`src/rtl/axi_r_pkg.sv`:
```
`default_nettype none
// ============================================================================
//  Module      : axi_r_pkg
//  Description : Shared types, master tags and helpers for the AXI R router.
//  Revision    : 1.0 - initial release
// ============================================================================
package axi_r_pkg;

    localparam int AXI_ID_BITS   = 4;
    localparam int AXI_IDS_BITS  = 8;
    localparam int AXI_DATA_BITS = 32;

    // Master tags carried in the upper nibble of the extended ID.
    localparam logic [3:0] MTAG_M0 = 4'b0001;
    localparam logic [3:0] MTAG_M1 = 4'b0010;

    typedef enum logic [0:0] {
        ST_IDLE  = 1'b0,
        ST_BURST = 1'b1
    } r_state_t;

    typedef struct packed {
        logic [AXI_IDS_BITS-1:0]  ids;
        logic [AXI_DATA_BITS-1:0] data;
        logic [1:0]               resp;
        logic                     last;
    } r_beat_t;

    function automatic logic [3:0] tag_of(input logic [AXI_IDS_BITS-1:0] ids);
        tag_of = 4'(ids >> AXI_ID_BITS);
    endfunction

endpackage
`default_nettype wire

```
`src/rtl/rr_picker.sv`:
```
`default_nettype none
// ============================================================================
//  Module      : rr_picker
//  Description : Combinational round-robin search for the first request at or
//                after ptr, wrapping at NUM_SLAVES.
//  Revision    : 1.0 - initial release
// ============================================================================
module rr_picker #(
    parameter int NUM_SLAVES = 3,
    localparam int PTR_W     = $clog2(NUM_SLAVES)
) (
    input  logic [NUM_SLAVES-1:0] req,
    input  logic [PTR_W-1:0]      ptr,
    output logic [PTR_W-1:0]      idx,
    output logic                  found
);

    always_comb begin
        int c;
        found = 1'b0;
        idx   = '0;
        c     = 0;
        for (int i = 0; i < NUM_SLAVES; i++) begin
            c = int'(ptr) + i;
            if (c >= NUM_SLAVES) begin
                c = c - NUM_SLAVES;
            end
            if (!found && req[c]) begin
                found = 1'b1;
                idx   = PTR_W'(c);
            end
        end
    end

endmodule
`default_nettype wire

```
`src/rtl/axi_r_router.sv`:
```
`default_nettype none
// ============================================================================
//  Module      : axi_r_router
//  Description : Routes slave R bursts back to M0/M1 by the IDS master tag,
//                round-robin among slaves, grant held until RLAST.
//  Revision    : 1.0 - initial release
// ============================================================================
module axi_r_router
    import axi_r_pkg::*;
#(
    parameter int NUM_SLAVES = 3,
    parameter int ID_BITS    = 4,
    parameter int IDS_BITS   = 8,
    parameter int DATA_BITS  = 32
) (
    input  logic                          clk,
    input  logic                          rst,
    input  logic [NUM_SLAVES*IDS_BITS-1:0]  RID_S,
    input  logic [NUM_SLAVES*DATA_BITS-1:0] RDATA_S,
    input  logic [NUM_SLAVES*2-1:0]         RRESP_S,
    input  logic [NUM_SLAVES-1:0]           RLAST_S,
    input  logic [NUM_SLAVES-1:0]           RVALID_S,
    output logic [NUM_SLAVES-1:0]           RREADY_S,
    output logic [ID_BITS-1:0]            RID_M0,
    output logic [DATA_BITS-1:0]          RDATA_M0,
    output logic [1:0]                    RRESP_M0,
    output logic                          RLAST_M0,
    output logic                          RVALID_M0,
    input  logic                          RREADY_M0,
    output logic [ID_BITS-1:0]            RID_M1,
    output logic [DATA_BITS-1:0]          RDATA_M1,
    output logic [1:0]                    RRESP_M1,
    output logic                          RLAST_M1,
    output logic                          RVALID_M1,
    input  logic                          RREADY_M1,
    output logic                          busy,
    output logic                          decerr
);

    localparam int PTR_W = $clog2(NUM_SLAVES);
    localparam logic [PTR_W-1:0] c_last_idx = PTR_W'(NUM_SLAVES - 1);

    r_state_t         r_state;
    logic [PTR_W-1:0] r_rr_ptr;
    logic [PTR_W-1:0] r_lock_sel;
    logic             r_busy;
    logic             r_decerr;

    logic [PTR_W-1:0]      w_pick;
    logic                  w_found;
    logic [PTR_W-1:0]      w_cand;
    logic                  w_cand_valid;
    logic                  w_sel_valid;
    r_beat_t               w_beat;
    logic [3:0]            w_tag;
    logic                  w_to_m0;
    logic                  w_to_m1;
    logic                  w_bad;
    logic                  w_route_ready;
    logic                  w_hs;
    logic [PTR_W-1:0]      w_next_ptr;
    logic [NUM_SLAVES-1:0] w_rready_s;

    rr_picker #(
        .NUM_SLAVES (NUM_SLAVES)
    ) u_picker (
        .req   (RVALID_S),
        .ptr   (r_rr_ptr),
        .idx   (w_pick),
        .found (w_found)
    );

    // A locked burst ignores every other slave, even when its own valid drops.
    assign w_cand = (r_state == ST_BURST) ? r_lock_sel : w_pick;

    always_comb begin
        w_beat      = '0;
        w_sel_valid = 1'b0;
        for (int k = 0; k < NUM_SLAVES; k++) begin
            if (w_cand == PTR_W'(k)) begin
                w_beat.ids  = RID_S[k*IDS_BITS +: IDS_BITS];
                w_beat.data = RDATA_S[k*DATA_BITS +: DATA_BITS];
                w_beat.resp = RRESP_S[k*2 +: 2];
                w_beat.last = RLAST_S[k];
                w_sel_valid = RVALID_S[k];
            end
        end
    end

    assign w_cand_valid = (r_state == ST_BURST) ? w_sel_valid : w_found;
    assign w_tag        = tag_of(w_beat.ids);
    assign w_to_m0      = w_cand_valid && (w_tag == MTAG_M0);
    assign w_to_m1      = w_cand_valid && (w_tag == MTAG_M1);
    assign w_bad        = w_cand_valid && !w_to_m0 && !w_to_m1;

    // Unroutable beats are sunk so a stray ID cannot wedge the return path.
    assign w_route_ready = w_to_m0 ? RREADY_M0 : (w_to_m1 ? RREADY_M1 : 1'b1);
    assign w_hs          = w_cand_valid && w_route_ready;
    assign w_next_ptr    = (w_cand == c_last_idx) ? '0 : w_cand + 1'b1;

    always_comb begin
        w_rready_s = '0;
        for (int k = 0; k < NUM_SLAVES; k++) begin
            if (w_cand == PTR_W'(k)) begin
                w_rready_s[k] = w_cand_valid && w_route_ready;
            end
        end
    end

    assign RREADY_S  = w_rready_s;

    assign RVALID_M0 = w_to_m0;
    assign RID_M0    = w_to_m0 ? w_beat.ids[ID_BITS-1:0] : '0;
    assign RDATA_M0  = w_to_m0 ? w_beat.data : '0;
    assign RRESP_M0  = w_to_m0 ? w_beat.resp : 2'b00;
    assign RLAST_M0  = w_to_m0 && w_beat.last;

    assign RVALID_M1 = w_to_m1;
    assign RID_M1    = w_to_m1 ? w_beat.ids[ID_BITS-1:0] : '0;
    assign RDATA_M1  = w_to_m1 ? w_beat.data : '0;
    assign RRESP_M1  = w_to_m1 ? w_beat.resp : 2'b00;
    assign RLAST_M1  = w_to_m1 && w_beat.last;

    assign busy   = r_busy;
    assign decerr = r_decerr;

    always_ff @(posedge clk) begin
        if (rst) begin
            r_state    <= ST_IDLE;
            r_rr_ptr   <= '0;
            r_lock_sel <= '0;
            r_busy     <= 1'b0;
            r_decerr   <= 1'b0;
        end else begin
            r_decerr <= w_hs && w_bad;
            if (w_hs) begin
                if (w_beat.last) begin
                    r_state  <= ST_IDLE;
                    r_rr_ptr <= w_next_ptr;
                    r_busy   <= 1'b0;
                end else begin
                    r_state    <= ST_BURST;
                    r_lock_sel <= w_cand;
                    r_busy     <= 1'b1;
                end
            end
        end
    end

endmodule
`default_nettype wire

```
`config.mk`:
```
export PLATFORM = sky130hd
export DESIGN_NAME = axi_r_router
export DESIGN_NICKNAME = d
export VERILOG_FILES = /design/src/rtl/axi_r_pkg.sv /design/src/rtl/rr_picker.sv /design/src/rtl/axi_r_router.sv
export SDC_FILE = /design/constraint.sdc
export NUM_CORES = 1
export LEC_CHECK = 0
export CAP_MARGIN = 20
export CORE_AREA = 2 2 106 77
export CTS_BUF_LIST = sky130_fd_sc_hd__clkbuf_8
export CTS_CLUSTER_DIAMETER = 100
export DETAILED_ROUTE_END_ITERATION = 16
export DIE_AREA = 0 0 108 79
export MAX_ROUTING_LAYER = met4
export PLACE_DENSITY = 0.79
export SLEW_MARGIN = 20
export SYNTH_ARGS = -nofsm -noshare
export SYNTH_HDL_FRONTEND = slang
export SYNTH_SLANG_ARGS = --single-unit
export TNS_END_PERCENT = 10
```
`constraint.sdc`:
```
create_clock -name clk -period 4.35 [get_ports clk]
set_clock_uncertainty 0.05 [all_clocks]
set_input_delay 1.305 -clock clk [delete_from_list [all_inputs] [get_ports clk]]
set_output_delay 1.305 -clock clk [all_outputs]
set_load 0.01 [all_outputs]
```
### Word-level counts from Yosys, hierarchy flattened

Cells that the tools add are included.

* add/sub/neg operators: 6
* $lt $le $gt $ge: 6
* eq/ne operators: 4
* muxes and demuxes: 39
* bitwise operators: 1
* reduce and logical (&&, ||, !) cells: 17

Operators by type and width (number)
* $mux 32: 5
* $mux 43: 3
* $lt 32x4->1 const B: 3
* $ge 32x3->1 const B: 2
* $sub 32x3->32 const B: 2
* $mux 1: 19
* $mux 2: 7
* $logic_and 1x1->1: 10
* $mux 4: 2
* $bmux 1 s2: 3
* $eq 4x1->1 const B: 1
* $eq 4x2->1 const B: 1
* $logic_not 1->1: 4
* $reduce_and 2->1: 2
* $add 2x1->3 const B: 1
* $add 2x2->3 const B: 1
* $sub 2x2->3 const B: 1
* $add 2x1->2 const B: 1
* $eq 2x1->1 const B: 1
* $eq 2x2->1 const B: 1
* $ge 2x2->1 const B: 1
* $logic_not 2->1: 1
* $not 1->1: 1

* flip-flop bits (word level): 6
* input bits: 136
* logic and storage cells: 77

### Logic depth before layout (Yosys ltp)

* depth after elaboration: 23
* gate-level depth with buffers: 14
* gate-level depth less buffers: 11

### Cells and area by module

A second synthesis with hierarchy kept.

* cells, all modules: 316
* area, all modules: 2078.2 µm²

Modules (own cells, without submodules)
* axi_r_router: instances 1, cells each 290, area each 1878.1 µm²
* rr_picker: instances 1, cells each 26, area each 200.2 µm²

### Worst setup path after synthesis

OpenSTA, ideal clock, no wires.

* path kind: input to output
* start point: input RVALID_S[1]
* end point: output RDATA_M0[13]
* arrival: 3180 ps
* slack: -185 ps
* stages on the path: 12
* path buffers: 3
* cell sequence: clkbuf_2 > mux2i_1 > o22a_1 > nand3_1 > nand2_1 > buf_2 > a21oi_1 > or2_2 > nor3b_2 > nand2_1 > clkbuf_1 > nor2_1

* longest elaborated chain between the ends: 18
* elaborated cells on any way between the ends: 33
* those cells by class: eq/ne: 3; mux: 24; reduce/logical: 6

RTL lines
* from (decl): line axi_r_router.sv:22 `input logic [NUM_SLAVES-1:0] RVALID_S,`
* $bmux 1 s2: line rr_picker.sv:28 `if (!found && req[c]) begin`
* $mux 1 (not written as such) (2 in series): line rr_picker.sv:28
* $mux 1: line rr_picker.sv:28
* $logic_not 1->1: line rr_picker.sv:28
* $logic_and 1x1->1: line rr_picker.sv:28
* $mux 1: line rr_picker.sv:28
* $logic_not 1->1: line rr_picker.sv:28
* $logic_and 1x1->1: line rr_picker.sv:28
* $mux 2: line rr_picker.sv:28
* $mux 2: line axi_r_router.sv:74 `assign w_cand = (r_state == ST_BURST) ? r_lock_sel : w_pick;`
* $logic_not 2->1: line axi_r_router.sv:80 `if (w_cand == PTR_W'(k)) begin`
* $mux 43 or $mux 1 (tied branches) (3 in series): line axi_r_router.sv:80
* $eq 4x1->1 or $mux 1 (tied branches): line axi_r_router.sv:92, axi_r_router.sv:90
* $logic_and 1x1->1: line axi_r_router.sv:92 `assign w_to_m0 = w_cand_valid && (w_tag == MTAG_M0);`
* $mux 32 (*): line axi_r_router.sv:114 `assign RDATA_M0 = w_to_m0 ? w_beat.data : '0;`
* to (decl): line axi_r_router.sv:25 `output logic [DATA_BITS-1:0] RDATA_M0,`

Mark *: on every way between the ends. The rest lies on a longest branch, timed or not. The select of a mux whose other input is x is not followed.

### Final worst setup path

* start point: input RVALID_S[1]
* end point: output RRESP_M0[0]

* longest elaborated chain between the ends: 18
* elaborated cells on any way between the ends: 33
* those cells by class: eq/ne: 3; mux: 24; reduce/logical: 6

RTL lines
* $bmux 1 s2: line rr_picker.sv:28
* $mux 1 (not written as such) (2 in series): line rr_picker.sv:28
* $mux 1: line rr_picker.sv:28
* $logic_not 1->1: line rr_picker.sv:28
* $logic_and 1x1->1: line rr_picker.sv:28
* $mux 1: line rr_picker.sv:28
* $logic_not 1->1: line rr_picker.sv:28
* $logic_and 1x1->1: line rr_picker.sv:28
* $mux 2: line rr_picker.sv:28
* $mux 2: line axi_r_router.sv:74
* $logic_not 2->1: line axi_r_router.sv:80
* $mux 43 or $mux 1 (tied branches) (3 in series): line axi_r_router.sv:80
* $eq 4x1->1 or $mux 1 (tied branches): line axi_r_router.sv:92, axi_r_router.sv:90
* $logic_and 1x1->1: line axi_r_router.sv:92
* $mux 2 (*): line axi_r_router.sv:115 `assign RRESP_M0 = w_to_m0 ? w_beat.resp : 2'b00;`
* to (decl): line axi_r_router.sv:26 `output logic [1:0] RRESP_M0,`

Marks and branches as above.

==> flow_summary_export.csv <==
group,metric,value,unit
power,ir_drop,0.0003419,V
setup_path,worst_setup_path_end_kind,"output port",
timing,worst_slack,-0.4509,ns
synthesis,synthAdderAreaFrac,0.02039,
worst_hold_path,hold_class,"flip-flop to flip-flop",
synthesis,synthMuxAreaShare,0.02175,
setup_path,crit_top_cell,"and3_4",
setup_path,worstSetupStartpointType,"input port",
detailed_routing,wl,12280,um
job,cap_violations,0,
synthesis,ys_seq_elements,6,
status,status,"finished with violations",
timing,maxSlewHeadroom,0.6487,
synthesis,synth_compound_area_frac,0.3460,
floorplan,die_w,108,um
setup_path,cp_top_family,"simple AND/OR/NAND/NOR gates",
layout,antenna_cells,0,
timing,post-route-period-util,1.104,
timing,finalHoldViolations,0,
synthesis,synth_xor_area_frac,0,
grt,grt_usage,0.2776,
power,switching_share,0.5061,
placed_design,finalWeightedCongestion,0.9206,
placed_design,place_ws,-1.236,ns
clocking,cts_tree,"done",
grt,grt_pass1_vias,3691,
clocking,cts_buffers,3,
detailed_routing,drc,0,
synthesis,netlist_area,1841,um2
synthesis,synth-main-ff-cell,"dfxtp_1",
timing,drv_slew,0,
power,p_total,2.908,mW
setup_path,cpMaxStageDelayCell,"and3_4",
floorplan,core_area,7601,um2
layout,area_growth,181.2,%
timing,max_freq,208.3,MHz
clocking,root_buffer,"clkbuf_8",
floorplan,row_count,27,
timing,period_needed,4.801,ns
layout,fin_nets,761,
timing,rsz0062_at_grt,"true",
power,clock_power_share,0.028,
grt,antenna_found_initial,0,
detailed_routing,viasPerCell,5.053,
grt,overflow,0,
detailed_routing,vias,3643,
setup_path,path_cells,"buf_8, mux2i_1, o22a_1, and3_4, o21ai_4, and3_4, or2_4, nor3b_4, nand2_4, buf_6, buf_12, buf_16, nor2_2, buf_2",
synthesis,syn_avg_cell_area,5.084,um2
setup_path,crit_path_end,"RRESP_M0[0]",
floorplan,dieArea,8532,um2
clocking,clkLatencyLatePin,0.22,ns
synthesis,yosys.area_share.simple,0.4697,
clocking,clock_sinks,6,
layout,drive_above_1_share,0.3645,
setup_path,worstPathArrival,3.45,ns
setup_path,crit_cells,14,
placed_design,hpwl,8954,um
synthesis,synth_async_sr_flop_share,0,
clocking,cts_buffer_depth,2,
power,seq_power_share,0.033,
power,p_int,1.436,mW
setup_path,cp_num_buf_inv,5,
synthesis,synthCells,362,
power,leakage,2.150,nW
setup_path,critical_path.max_fanout,6,
power,switching_power,1.472,mW
setup_path,criticalPathCategory,"input port to output port",
grt,grt_pass1_wl,18390,um
setup_path,r2r_start,"r_rr_ptr[0]$_SDFFE_PP0P_",
detailed_routing,firstDrtPassIters,4,
synthesis,synth_top_family_by_area,"simple AND/OR/NAND/NOR gates",
clocking,cts.reportedPaths.clkPinSlew,0.04,ns
timing,worstMarginPinSlew,0.5214,ns
setup_path,critical-path-max-stage-delay,0.24,ns
floorplan,initial_core_util,0.2421,
detailed_routing,wl_per_cell,17.03,um
layout,fillers,612,
placed_design,port_buffers,220,
setup_path,r2r-end,"r_lock_sel[0]$_SDFFE_PP0P_",
synthesis,synth_edf_count,0,
power,powerDensity,561.9,nW/um2
detailed_routing,ant_nets,0,
floorplan,die_y,79,um
synthesis,synth_warnings,0,
setup_path,critPathRequiredTime,2.99,ns
synthesis,seq_area_frac_synth,0.06526,
grt,grt_max_degree,35,
setup_path,r2r_cells,13,
layout,multi_input_area,1924,um2
detailed_routing,drt_iter0_drc,187,
power,combPwrFrac,0.939,
timing,finalSetupViolCount,83,
synthesis,synth_cell_types,41,
layout,ff_latch_area,120.1,um2
status,violations,"setup timing",
floorplan,pin_count,221,
timing,hold_ws,0.4507,ns
setup_path,worstSetupStartpoint,"RVALID_S[1]",
setup_path,reg2reg_setup_slack,1.34,ns
synthesis,syn_nets,501,
clocking,cts_max_level,1,
clocking,ctsHoldBuffers,0,
-- cell usage after synthesis, types with 2 or more instances --
library cell,count,area (um2)
nor2b_1,4,25.02
ha_1,3,37.54
nor3_1,4,20.02
mux2i_1,4,40.04
o21a_1,2,15.01
a211o_1,3,26.28
buf_2,7,35.03
nand2b_1,2,12.51
a21oi_1,85,425.4
nand4_1,6,37.54
nor2_1,83,311.6
nand3_1,6,30.03
nand2_1,86,322.8
dfxtp_1,6,120.1
o21ai_0,8,40.04
inv_1,4,15.01
o211ai_1,5,37.54
and3_1,2,12.51
clkbuf_1,19,71.32
a21o_1,2,15.01
-- worst register-to-register path, stage by stage (launching register included) --
cell      delay, ns
dfxtp_1        0.30
buf_4          0.13
ha_1           0.29
o211ai_1       0.44
nand3_1        0.20
nand2_2        0.15
buf_4          0.14
nand3_2        0.08
buf_4          0.15
a211o_1        0.33
o221ai_4       0.25
buf_4          0.19
o21ai_0        0.08
a21oi_1        0.16
-- placed cells by master, fill, tap and decap left out, types with 2 or more instances in the layout --
| master | count |
|---|---|
| a21oi_1 | 81 |
| nor2_2 | 24 |
| nand2_1 | 84 |
| a211o_1 | 3 |
| clkbuf_2 | 2 |
| nand3_2 | 3 |
| and3_4 | 2 |
| dfxtp_1 | 6 |
| nor3_1 | 2 |
| nor3_2 | 2 |
| nand3_1 | 4 |
| o21a_1 | 2 |
| clkbuf_8 | 3 |
| nand4_1 | 6 |
| nor2b_1 | 4 |
| o211ai_1 | 5 |
| nand2b_1 | 2 |
| nor2_4 | 28 |
| o21ai_0 | 8 |
| a21o_1 | 2 |
| clkdlybuf4s15_2 | 24 |
| clkdlybuf4s50_1 | 134 |
| nor2_1 | 32 |
| buf_6 | 30 |
| mux2i_1 | 3 |
| buf_16 | 6 |
| buf_2 | 29 |
| buf_12 | 16 |
| inv_1 | 3 |
| a21oi_2 | 4 |
| buf_4 | 40 |
| ha_1 | 3 |
-- timing repair --
action / 4_1_cts / 5_1_grt
gates cloned: 8 / 0
endpoints found under the setup margin: 83 / 83
setup buffers: 10 / 1
gates resized for setup: 360 / 19
pin swaps: 22 / 7
-- power by group through the flow --
stage	registers, mW	logic, mW	clock network (mW)
after floorplan	0.0889	1.30	0
after global placement	0.0942	2.32	0
after detailed placement	0.0952	2.36	0
after CTS	0.0947	2.67	0.0851
after global routing	0.0985	2.93	0.0895
final	0.0953	2.73	0.0823
-- layout make-up --
cell class	instances	area share
multi-input cells	323	0.3719
inverters	4	0.002901
flip-flops and latches	6	0.02321
clock buffers	3	0.007979
repair buffers	284	0.5696
well taps	101	0.02442
-- metrics by stage --
step,area [um2],TNS (ns),util,cells
after CTS,5121,-27.37,0.6737,721
after detailed placement,4781,-94.92,0.6290,700
after global routing,5175,-34.44,0.6808,721
final,5175,-26.35,0.6808,721
after global placement,4781,-87.73,0.6290,700
after floorplan,2113,-3.311,-,362
-- kinds of logic after synthesis --
| family | count (synthesis) |
|---|---|
| AO/OA/AOI/OAI | 112 |
| adder cells (fa/ha/maj) | 3 |
| buffers and inverters | 33 |
| flip-flops | 6 |
| multiplexers | 4 |
| AND/OR/NAND/NOR | 204 |
-- registers in the layout, indices dropped and copies added, names as in the netlist --
register / flops
r_lock_sel: 2
decerr: 1
r_rr_ptr: 2
busy: 1
-- routing by layer --
layer,vias to the layer above,GRT usage,routed length [um]
met5,-,-,0
met1,1689,0.3168,4811
met2,184,0.5119,6203
met4,0,0.07564,332
li1,1746,-,-
met3,24,0.03530,929
-- worst min-delay path by stage --
| stage | start | endpoint | slack [ns] | cells past startpoint |
|---|---|---|---|---|
| finish | r_lock_sel[1]$_SDFFE_PP0P_ | r_lock_sel[1]$_SDFFE_PP0P_ | 0.45 | 2 |
| global route | r_lock_sel[1]$_SDFFE_PP0P_ | r_lock_sel[1]$_SDFFE_PP0P_ | 0.49 | 2 |
| CTS | r_lock_sel[1]$_SDFFE_PP0P_ | r_lock_sel[1]$_SDFFE_PP0P_ | 0.45 | 2 |
| detailed placement | r_lock_sel[1]$_SDFFE_PP0P_ | r_lock_sel[1]$_SDFFE_PP0P_ | 0.44 | 2 |
| global placement | r_lock_sel[1]$_SDFFE_PP0P_ | r_lock_sel[1]$_SDFFE_PP0P_ | 0.43 | 2 |
| floorplan | r_lock_sel[1]$_SDFFE_PP0P_ | r_lock_sel[1]$_SDFFE_PP0P_ | 0.41 | 2 |
Note: power is estimated with default switching activity, not from simulation.
